## src/rtl/counter_pkg.sv

```systemverilog
// Shared constants and helpers for the multi-digit score counter.
package counter_pkg;

    localparam int unsigned DIGIT_W   = 4;
    localparam int unsigned RADIX_BCD = 10;
    localparam int unsigned RADIX_HEX = 16;

    // Digit value at which a stage rolls over in the given direction.
    function automatic logic [DIGIT_W-1:0] terminal_value(input int unsigned radix,
                                                          input logic        up);
        return up ? DIGIT_W'(radix - 1) : '0;
    endfunction

endpackage

```

## src/rtl/count_digit.sv

```systemverilog
// One counter stage: 4-bit digit register with clamped load, up/down step and terminal flag.
module count_digit
    import counter_pkg::*;
#(
    parameter int unsigned RADIX = 10
) (
    input  logic               clk,
    input  logic               clear,
    input  logic               up,
    input  logic               load,
    input  logic               sclr,
    input  logic               step,
    input  logic [DIGIT_W-1:0] load_val,
    output logic [DIGIT_W-1:0] q,
    output logic               term
);

    localparam logic [DIGIT_W-1:0] MAX = DIGIT_W'(RADIX - 1);

    logic [DIGIT_W-1:0] digit_q, digit_d;

    assign q    = digit_q;
    assign term = (digit_q == terminal_value(RADIX, up));

    always_comb begin
        digit_d = digit_q;
        if (sclr) begin
            digit_d = '0;
        end else if (load) begin
            digit_d = (load_val > MAX) ? MAX : load_val;
        end else if (step) begin
            if (up) begin
                digit_d = (digit_q == MAX) ? '0 : digit_q + 1'b1;
            end else begin
                digit_d = (digit_q == '0) ? MAX : digit_q - 1'b1;
            end
        end
    end

    always_ff @(posedge clk or posedge clear) begin
        if (clear) begin
            digit_q <= '0;
        end else begin
            digit_q <= digit_d;
        end
    end

endmodule

```

## src/rtl/score_counter.sv

```systemverilog
// Multi-digit BCD/hex up/down counter with prescaler, ripple carries and terminal-count pulse.
module score_counter
    import counter_pkg::*;
#(
    parameter int unsigned DIGITS   = 4,
    parameter int unsigned RADIX    = 10,
    parameter int unsigned PRESCALE = 1,
    parameter int unsigned SATURATE = 0
) (
    input  logic                        clk,
    input  logic                        clear,
    input  logic                        en,
    input  logic                        up,
    input  logic                        load,
    input  logic [DIGIT_W*DIGITS-1:0]   d,
    input  logic                        sclr,
    output logic [DIGIT_W*DIGITS-1:0]   q,
    output logic [DIGITS-1:0]           co,
    output logic                        tc
);

    if (RADIX != RADIX_BCD && RADIX != RADIX_HEX) begin : g_bad_radix
        $error("score_counter: RADIX must be 10 or 16");
    end
    if (DIGITS < 1 || DIGITS > 8) begin : g_bad_digits
        $error("score_counter: DIGITS must be 1..8");
    end
    if (PRESCALE < 1 || PRESCALE > 65535) begin : g_bad_prescale
        $error("score_counter: PRESCALE must be 1..65535");
    end

    localparam logic [15:0] PRE_LAST = 16'(PRESCALE - 1);
    localparam logic        SAT      = (SATURATE != 0);

    logic [15:0]       pre_q, pre_d;
    logic              tick;
    logic [DIGITS-1:0] term, low_term, step;
    logic              term_event, hold;
    logic              tc_q;

    // clear is folded in so co drops the moment clear rises, not at the next edge.
    assign tick = en & ~clear & ~sclr & ~load & (pre_q == PRE_LAST);

    always_comb begin
        pre_d = pre_q;
        if (sclr || load || tick) begin
            pre_d = '0;
        end else if (en) begin
            pre_d = pre_q + 16'd1;
        end
    end

    always_comb begin
        logic acc;
        acc = 1'b1;
        for (int i = 0; i < int'(DIGITS); i++) begin
            low_term[i] = acc;
            acc         = acc & term[i];
        end
    end

    assign co         = {DIGITS{tick}} & low_term & term;
    assign term_event = co[DIGITS-1];
    assign hold       = term_event & SAT;
    assign step       = {DIGITS{tick & ~hold}} & low_term;

    for (genvar g = 0; g < int'(DIGITS); g++) begin : g_digit
        count_digit #(
            .RADIX(RADIX)
        ) u_digit (
            .clk     (clk),
            .clear   (clear),
            .up      (up),
            .load    (load),
            .sclr    (sclr),
            .step    (step[g]),
            .load_val(d[DIGIT_W*g +: DIGIT_W]),
            .q       (q[DIGIT_W*g +: DIGIT_W]),
            .term    (term[g])
        );
    end

    always_ff @(posedge clk or posedge clear) begin
        if (clear) begin
            pre_q <= '0;
            tc_q  <= 1'b0;
        end else begin
            pre_q <= pre_d;
            tc_q  <= term_event;
        end
    end

    assign tc = tc_q;

endmodule
```

## config.mk

```make
export PLATFORM = sky130hd
export DESIGN_NAME = score_counter
export DESIGN_NICKNAME = d
export VERILOG_FILES = /design/src/rtl/counter_pkg.sv /design/src/rtl/count_digit.sv /design/src/rtl/score_counter.sv
export SDC_FILE = /design/constraint.sdc
export NUM_CORES = 1
export LEC_CHECK = 0
export ABC_CLOCK_PERIOD_IN_PS = 2300
export CORE_ASPECT_RATIO = 0.7
export CORE_MARGIN = 2
export CORE_UTILIZATION = 40
export CTS_CLUSTER_DIAMETER = 100
export DETAILED_ROUTE_END_ITERATION = 7
export SLEW_MARGIN = 40
export SYNTH_ARGS = -nofsm -noshare
export SYNTH_HDL_FRONTEND = slang
export SYNTH_SLANG_ARGS = --single-unit
```

## constraint.sdc

```tcl
create_clock -name clk -period 2.3 [get_ports clk]
set_input_delay 0.23 -clock clk [delete_from_list [all_inputs] [get_ports clk]]
set_output_delay 0.23 -clock clk [all_outputs]
set_load 0.02 [all_outputs]
```

# Word level (Yosys, flattened, before mapping)
# Cells that the tools add are included.
# word_totals
reg_bits,33
in_bits,22
out_inout_bits,21
elab_cells,81
# op_classes
add_sub_neg,9
magnitude_cmp,4
eq_ne,8
n_mux,31
bitwise_logic,11
n_reduce_logical,12
# op_table
operator,n
4-bit two-way mux,29
16-bit two-way mux,2
16-bit by 1-bit adder with 16-bit output (second input constant),1
4-bit by 1-bit adder with 4-bit output (second input constant),4
4-bit == test,4
4-bit == test (second input constant),4
4-bit > comparator (second input constant),4
16-bit zero test,1
4-bit zero test,4
4-bit by 1-bit subtractor with 4-bit output (second input constant),4
3-bit nonzero test,4
4-bit bitwise AND,2
1-bit bitwise AND,6
1-bit NOT,3
1-bit logical OR,2
2-bit nonzero test,1

# Longest topological paths before layout
# Gate-level depths: netlist (run 1).
# depth
depth_word,9
ltp_mapped,8

# By module
# Synthesis (run 1) repeated with hierarchy kept, for this count alone.
# hier_totals
cells_unflattened,291
hier_area_um2,2625.0
# by_module_without_submodules
mod,n_inst,cells_each,area_each_um2,seq_area_each_um2
count_digit,4,47,417.9,100.1
score_counter,1,103,953.4,425.4

# Worst setup path after synthesis (run 1)
# Ideal clock, no wire load.
# synth_path
path_kind,register -> output
from,reg g_digit[2].u_digit.digit_q[0]
to,out co[3]
t_arrival_ns,1.938
required_time_ns,2.070
setup_slack_ns,0.132
path_stages_with_launch,7
n_path_buf,2
path_cell_list,dfrtp_1 -> clkbuf_1 -> and3_1 -> o211ai_1 -> or4_1 -> buf_2 -> nor2_1
# synth_via
elab_chain_len,4
# synth_lines
element,line_no,source
start: declaration,count_digit.sv:20,"logic [DIGIT_W-1:0] digit_q, digit_d;"
start signal: assignment,count_digit.sv:44,digit_q <= digit_d;
4-bit == test,count_digit.sv:23,"assign term = (digit_q == terminal_value(RADIX, up));"
1-bit bitwise AND,score_counter.sv:58,acc = acc & term[i];
4-bit bitwise AND (2 in series),score_counter.sv:62,assign co = {DIGITS{tick}} & low_term & term;
end: declaration,score_counter.sv:18,"output logic [DIGITS-1:0] co,"
# Every way passes these cells.

# Worst setup path after layout (run 1)
# layout_path
from,reg pre_q[0]
to,out co[3]
# layout_via
elab_chain_len,4
# layout_lines
element,line_no,source
start: declaration,score_counter.sv:35,"logic [15:0] pre_q, pre_d;"
start signal: assignment,score_counter.sv:88,pre_q <= pre_d;
16-bit zero test,score_counter.sv:42,assign tick = en & ~clear & ~sclr & ~load & (pre_q == PRE_LAST);
1-bit bitwise AND,score_counter.sv:42,
4-bit bitwise AND (2 in series),score_counter.sv:62,
# Every way passes these cells.

==> results of run 1 <==
-- layout make-up --
| class | count | share of cell area, % |
|---|---|---|
| clock inverter | 1 | 0.787 |
| sequential | 33 | 21.7 |
| inverter | 24 | 2.36 |
| tap | 94 | 3.08 |
| multi-input combinational | 257 | 47.2 |
| clock buffer | 7 | 2.26 |
| timing repair buffer | 102 | 22.6 |
-- worst max-delay path, cell delays in order (launching register included) --
cell and delay (ns):
dfrtp_1 0.38, inv_1 0.07, ha_2 0.17, nor4b_4 0.23
nand4_1 0.13, or4_4 0.48, nor2_4 0.15, buf_6 0.13
-- how the worst max path moves through the flow --
stage | start | endpoint | slack (ns) | cells after the start
floorplan | g_digit[2].u_digit.q[0] | co[3] | 0.13 | 6
global placement | up | co[3] | -0.41 | 7
finish | pre_q[0] | co[3] | 0.05 | 7
global route | pre_q[0] | co[3] | -0.04 | 7
CTS | pre_q[0] | co[3] | -0.001 | 7
detailed placement | up | co[3] | -0.46 | 7
-- where the power goes --
part | leakage (nW) | internal, mW | switching, mW | total, mW
clock network | 0.0585 | 0.353 | 0.221 | 0.574
registers | 0.447 | 0.602 | 0.0209 | 0.623
logic | 1.19 | 0.244 | 0.282 | 0.526
total | 1.70 | 1.20 | 0.524 | 1.72
-- cell usage in the layout, fill, tap and decap left out, types with 3 or more instances in the layout --
master | netlist | layout
a21oi_1 | 14 | 14
a221oi_1 | 4 | 4
nor2_1 | 44 | 42
o31ai_1 | 4 | 4
o211ai_1 | 3 | 3
nand2_1 | 19 | 19
clkbuf_8 | 0 | 6
dfrtp_1 | 33 | 33
a31oi_1 | 9 | 9
buf_4 | 3 | 60
mux2i_1 | 5 | 5
xnor2_1 | 6 | 6
o21ai_0 | 12 | 12
nand2b_1 | 3 | 3
xor2_1 | 10 | 10
clkdlybuf4s50_1 | 0 | 38
nand4_1 | 6 | 6
nand3_1 | 12 | 11
nor3_1 | 10 | 10
inv_1 | 24 | 24
nor2b_1 | 5 | 5
a211oi_1 | 11 | 11
and3_1 | 8 | 8
ha_1 | 18 | 17
-- kinds of logic (layout without fill, tap and decap cells) --
kind of cell / count (synthesis) / in the layout
muxes: 7 / 7
AOI/OAI and AO/OA: 80 / 80
DFF: 33 / 33
and+or+nand+nor: 136 / 136
adders and majority gates: 18 / 18
xor gates and xnor gates: 16 / 16
buffers and inverters: 44 / 134
-- state kept, by name, summed over array words and instances (netlist names) --
signal and cells:
pre_q 16, g_digit.u_digit.q 16, tc 1
-- metal layers --
layer / routed length (µm) / share of wire (%)
met5: 0 / 0
met3: 465 / 6.1
met2: 3030 / 40
met1: 4020 / 53
met4: 87 / 1.1
-- stage by stage --
step	TNS [ns]	hold slack, ns
finish	0	0.463
global route	-0.0607	0.532
CTS	-0.00118	0.485
detailed placement	-1.56	0.629
global placement	-1.41	0.609
floorplan	0	0.359
-- what timing repair did --
item / in CTS / in global routing
pin swaps: 1 / 4
buffers inserted: 1 / 4
endpoints found under the setup margin: 4 / 4
hold endpoints to repair: 0 / 0
gates resized for setup: 18 / 10
==> impl_results.md, run 1 <==
- CTS Buffer Depth: 2
- Met3 global-route usage: 3.90%
- Crit path required time: 2.07 ns
- GRT overflow: 0
- Largest family of logic cells by synthesized area: simple AND/OR/NAND/NOR gates
- Total track usage: 21.3%
- Outcome: finished, final reports clean
- Starting density of the core: 41.1%
- Crit share post-route: 97.8%
- Finish-stage setup viols: 0
- Maxcap violations: 0
- Iter 0 DRT Violations: 100
- Clk Latency, worst-skew pair: 0.28 ns
- Largest net degree at the start of global routing: 34
- Slew of the pin with the lowest slew margin: 0.565 ns
- Die Footprint: 7600 µm²
- Number of port buffers: 42
- Io pins: 43
- Max Fclk: 0.445 GHz
- Unrepaired setup endpoints after global routing: yes
- FP Rows: 25
- Crit path DAT: 2.02 ns
- Compound-Gate Fraction of Synth Area: 19.9%
- DIE WIDTH: 103 µm
- CTS tree: yes
- DR vias: 2749
- Overall power: 1.72 mW
- R2R Path Start: pre_q[0]
- Drt total wl: 7600 µm
- First-pass DRT Iterations: 5
- Antenna diodes: 0
- Crit Path Category: flop to primary output
- Antenna-violating nets left: 0
- Sequential share of the synthesized area: 29.9%
- Chip height: 73.6 µm
- Post-layout min period: 2.25 ns
- Met1 usage: 34.2%
- Setup slack after layout: 0.0517 ns
- Layout area overhead: 37.9%
- Routability Congestion: 0.878
- CP Launch Type: flop
- Post-synth EDFFs: 0
- Synthesized flop and latch total: 33
- Share of layout cells above drive strength 1: 21.5%
- Post-Syn Nets: 374
- Final nets: 463
- Hold_buf cts: 0
- Yosys top cell area share: 29.9%
- Fillers: 613
- Critical path peak fanout: 3
- Rel. slew slack: 61.4%
- Synth area leader: dfrtp_1
- Design Area, Final: 3810 µm²
- GR Util met2: 28.7%
- Num CTS Buffers: 5
- CTS Root Cell: clkbuf_8
- Clock sinks: 33
- First-pass GRT wire length: 12500 µm
- HP Class: input pin to async pin
- DP Worst Slack: -0.455 ns
- Multi-input gate area: 1800 µm²
- Core footprint: 6730 µm²
- Mux share of post-synthesis cell area: 2.62%
- Wirelength per Cell: 14.7 µm
- Synth warnings: 0
- HPWL Detailed: 5740 µm
- Predominant post-synthesis flop cell: dfrtp_1
- Simple-Gate Fraction of Synth Area: 27.8%
- Clock slew at reported path FFs: 0.07 ns
- H-tree levels: 2
- Unique masters post-synth: 62
- Drt via density: 5.31
- Final Util: 56.7%
- Antenna violations before repair: 0
- Vias in the first global route: 2461
- Cell with the most instances after synthesis: nor2_1
- Synth area leaders: dfrtp_1 30%, ha_1 8.1%, nor2_1 6.0%, inv_1 3.3%, xor2_1 3.2%
- Setup crit end kind: primary output
- Hold Violations, Final: 0
- Final Max Tran Viols: 0
- Worst r2r path cells: 8
- Top Usage Layer GRT: met1
- Cell count after placement: 505
- Async S/R FF share, synth: 100%
- Post-route insts no fill: 518
- Worst Skew: 0.00409 ns
- Cell Area, Placed: 3620 µm²
- Gate Count Post-Synth: 334
- Xor/xnor share of the synthesized area: 5.07%
- R2R Setup Slk: 0.13 ns
- Synthesized cell area: 2770 µm²
- DRC Markers: 0
- Crit Reg-Reg Endpoint: g_digit[3].u_digit.q[1]
- Static Leak: 1.70 nW
- PwrDens: 452 nW/µm²
- Synth cell count leaders: 44 x nor2_1, 33 x dfrtp_1, 24 x inv_1
- Reg area: 826 µm²
- Mapped Avg Cell Area: 8.28 µm²
- Adder-cell share of the synthesized area: 8.14%
- VDD IR max: 0.229 mV
No activity file was read; power rests on OpenSTA's default activity.
==> run 2: changes to the inputs <==
--- a/config.mk
+++ b/config.mk
@@ -10,6 +10,7 @@
 export CORE_MARGIN = 2
 export CORE_UTILIZATION = 40
 export CTS_CLUSTER_DIAMETER = 100
+export CTS_CLUSTER_SIZE = 20
 export DETAILED_ROUTE_END_ITERATION = 7
 export SLEW_MARGIN = 40
 export SYNTH_ARGS = -nofsm -noshare
==> results of run 2 <==
Same layout as run 1: the final DEF is identical, and so are final timing and power.
==> run 3: changes to the inputs <==
--- a/config.mk
+++ b/config.mk
@@ -16,3 +16,4 @@
 export SYNTH_ARGS = -nofsm -noshare
 export SYNTH_HDL_FRONTEND = slang
 export SYNTH_SLANG_ARGS = --single-unit
+export TNS_END_PERCENT = 20
==> impl_results.md, run 3 (synthesized netlist as in run 1, its figures left out) <==
- Final nets: 459
- Outcome: finished, final reports clean
- Iter 0 DRT Violations: 101
- Fillers: 618
- Post-layout min period: 2.23 ns
- Met3 global-route usage: 3.90%
- Starting density of the core: 41.1%
- R2R Path Start: pre_q[0]
- Clock sinks: 33
- Antenna-violating nets left: 0
- Crit path DAT: 2.00 ns
- Commonest non-fill, non-tap cell in the layout: buf_4
- GRT overflow: 0
- Top Usage Layer GRT: met1
- Total track usage: 21.2%
- Finish-stage setup viols: 0
- First-pass GRT wire length: 12400 µm
- Crit Path Category: flop to primary output
- Clk Latency, worst-skew pair: 0.28 ns
- Antenna violations before repair: 0
- Reg area: 826 µm²
- Clock slew at reported path FFs: 0.07 ns
- Layout area overhead: 36.7%
- Worst r2r path cells: 9
- Drt total wl: 7490 µm
- DRC Markers: 0
- Setup TNS: 0 ns
- Number of port buffers: 42
- CTS Root Cell: clkbuf_8
- Hold Violations, Final: 0
- Setup crit start: pre_q[0]
- Unrepaired setup endpoints after global routing: yes
- Die Footprint: 7600 µm²
- Overall power: 1.71 mW
- Num CTS Buffers: 5
- DR vias: 2755
- Most frequent cells in the layout: 57 x buf_4, 42 x nor2_1, 38 x clkdlybuf4s50_1
- Rel. slew slack: 60.7%
- Worst Skew: 0.00347 ns
- HPWL Detailed: 5740 µm
- CTS Buffer Depth: 2
- Static Leak: 1.67 nW
- Crit share post-route: 96.8%
- Maxcap violations: 0
- GR Util met2: 28.4%
- Setup crit end kind: primary output
- Largest net degree at the start of global routing: 34
- Max Fclk: 0.449 GHz
- First-pass DRT Iterations: 5
- Wirelength per Cell: 14.6 µm
- Met1 usage: 34.2%
- FP Rows: 25
- H-tree levels: 2
- Slew of the pin with the lowest slew margin: 0.574 ns
- Crit path required time: 2.07 ns
- Chip height: 73.6 µm
- Vias in the first global route: 2445
- R2R Setup Slk: 0.17 ns
- HP Class: input pin to async pin
- PwrDens: 454 nW/µm²
- Critical path peak fanout: 3
- Routability Congestion: 0.878
- Io pins: 43
- Share of layout cells above drive strength 1: 20.7%
- Hold_buf cts: 0
- Drt via density: 5.36
- CTS tree: yes
- Antenna diodes: 0
- DIE WIDTH: 103 µm
- CP Launch Type: flop
- Final Max Tran Viols: 0
- Multi-input gate area: 1800 µm²
- Core footprint: 6730 µm²
- VDD IR max: 0.228 mV
[run 3: cell count changes in the layout (fill, tap and decap cells not counted)]
cell   change
buf_4      -3
buf_6      -1
[run 3: stage by stage]
stage          instances  cell area [µm²]  setup slack [ns]  utilization [%]  hold WS [ns]
3_5_place_dp         505             3620            -0.455             53.9         0.629
2_1_floorplan        334             2770             0.132                -         0.359
3_3_place_gp         505             3620            -0.411             53.9         0.609
6_report             514             3780            0.0744             56.2         0.463
5_1_grt              514             3780           -0.0318             56.2         0.532
4_1_cts              513             3760          -0.00118             55.9         0.485
[run 3: cell type report]
type,count,share of cell area [%]
sequential,33,21.8
tap,94,3.11
multi-input combinational,257,47.6
inverter,24,2.38
clock buffer,7,2.28
clock inverter,1,0.794
timing repair buffer,98,21.9
[run 3: routing by layer]
metal	routed length, µm	up-vias
met5	0	-
met4	82	0
met3	560	8
met2	2940	100
met1	3910	1268
li1	-	1379
[run 3: power breakdown]
part	switching (mW)	leakage (nW)	internal [mW]
Sequential	0.0207	0.447	0.602
Clock	0.217	0.0585	0.353
Combinational	0.280	1.17	0.241
[run 3: path summary, 6_finish.rpt]
kind | end
worst max-delay path | co[2]
worst min-delay path | pre_q[13]
worst max register to register | g_digit[0].u_digit.q[0]
worst min register to register | g_digit[3].u_digit.q[0]
max in group asynchronous | g_digit[1].u_digit.q[1]
min in group clk | g_digit[0].u_digit.q[1]
[run 3: critical path, cell delays in order, from the launching register on]
cell	delay (ns)
dfrtp_1	0.38
inv_1	0.06
ha_2	0.17
nor4b_4	0.23
nand4_1	0.13
or4_4	0.47
nor2_2	0.11
buf_4	0.14
[run 3: what timing repair did]
item | in CTS | in global routing
pin swaps | 1 | 3
buffers inserted | 0 | 1
resized for setup | 19 | 8
setup endpoints to repair | 4 | 4
cloned | 0 | 0
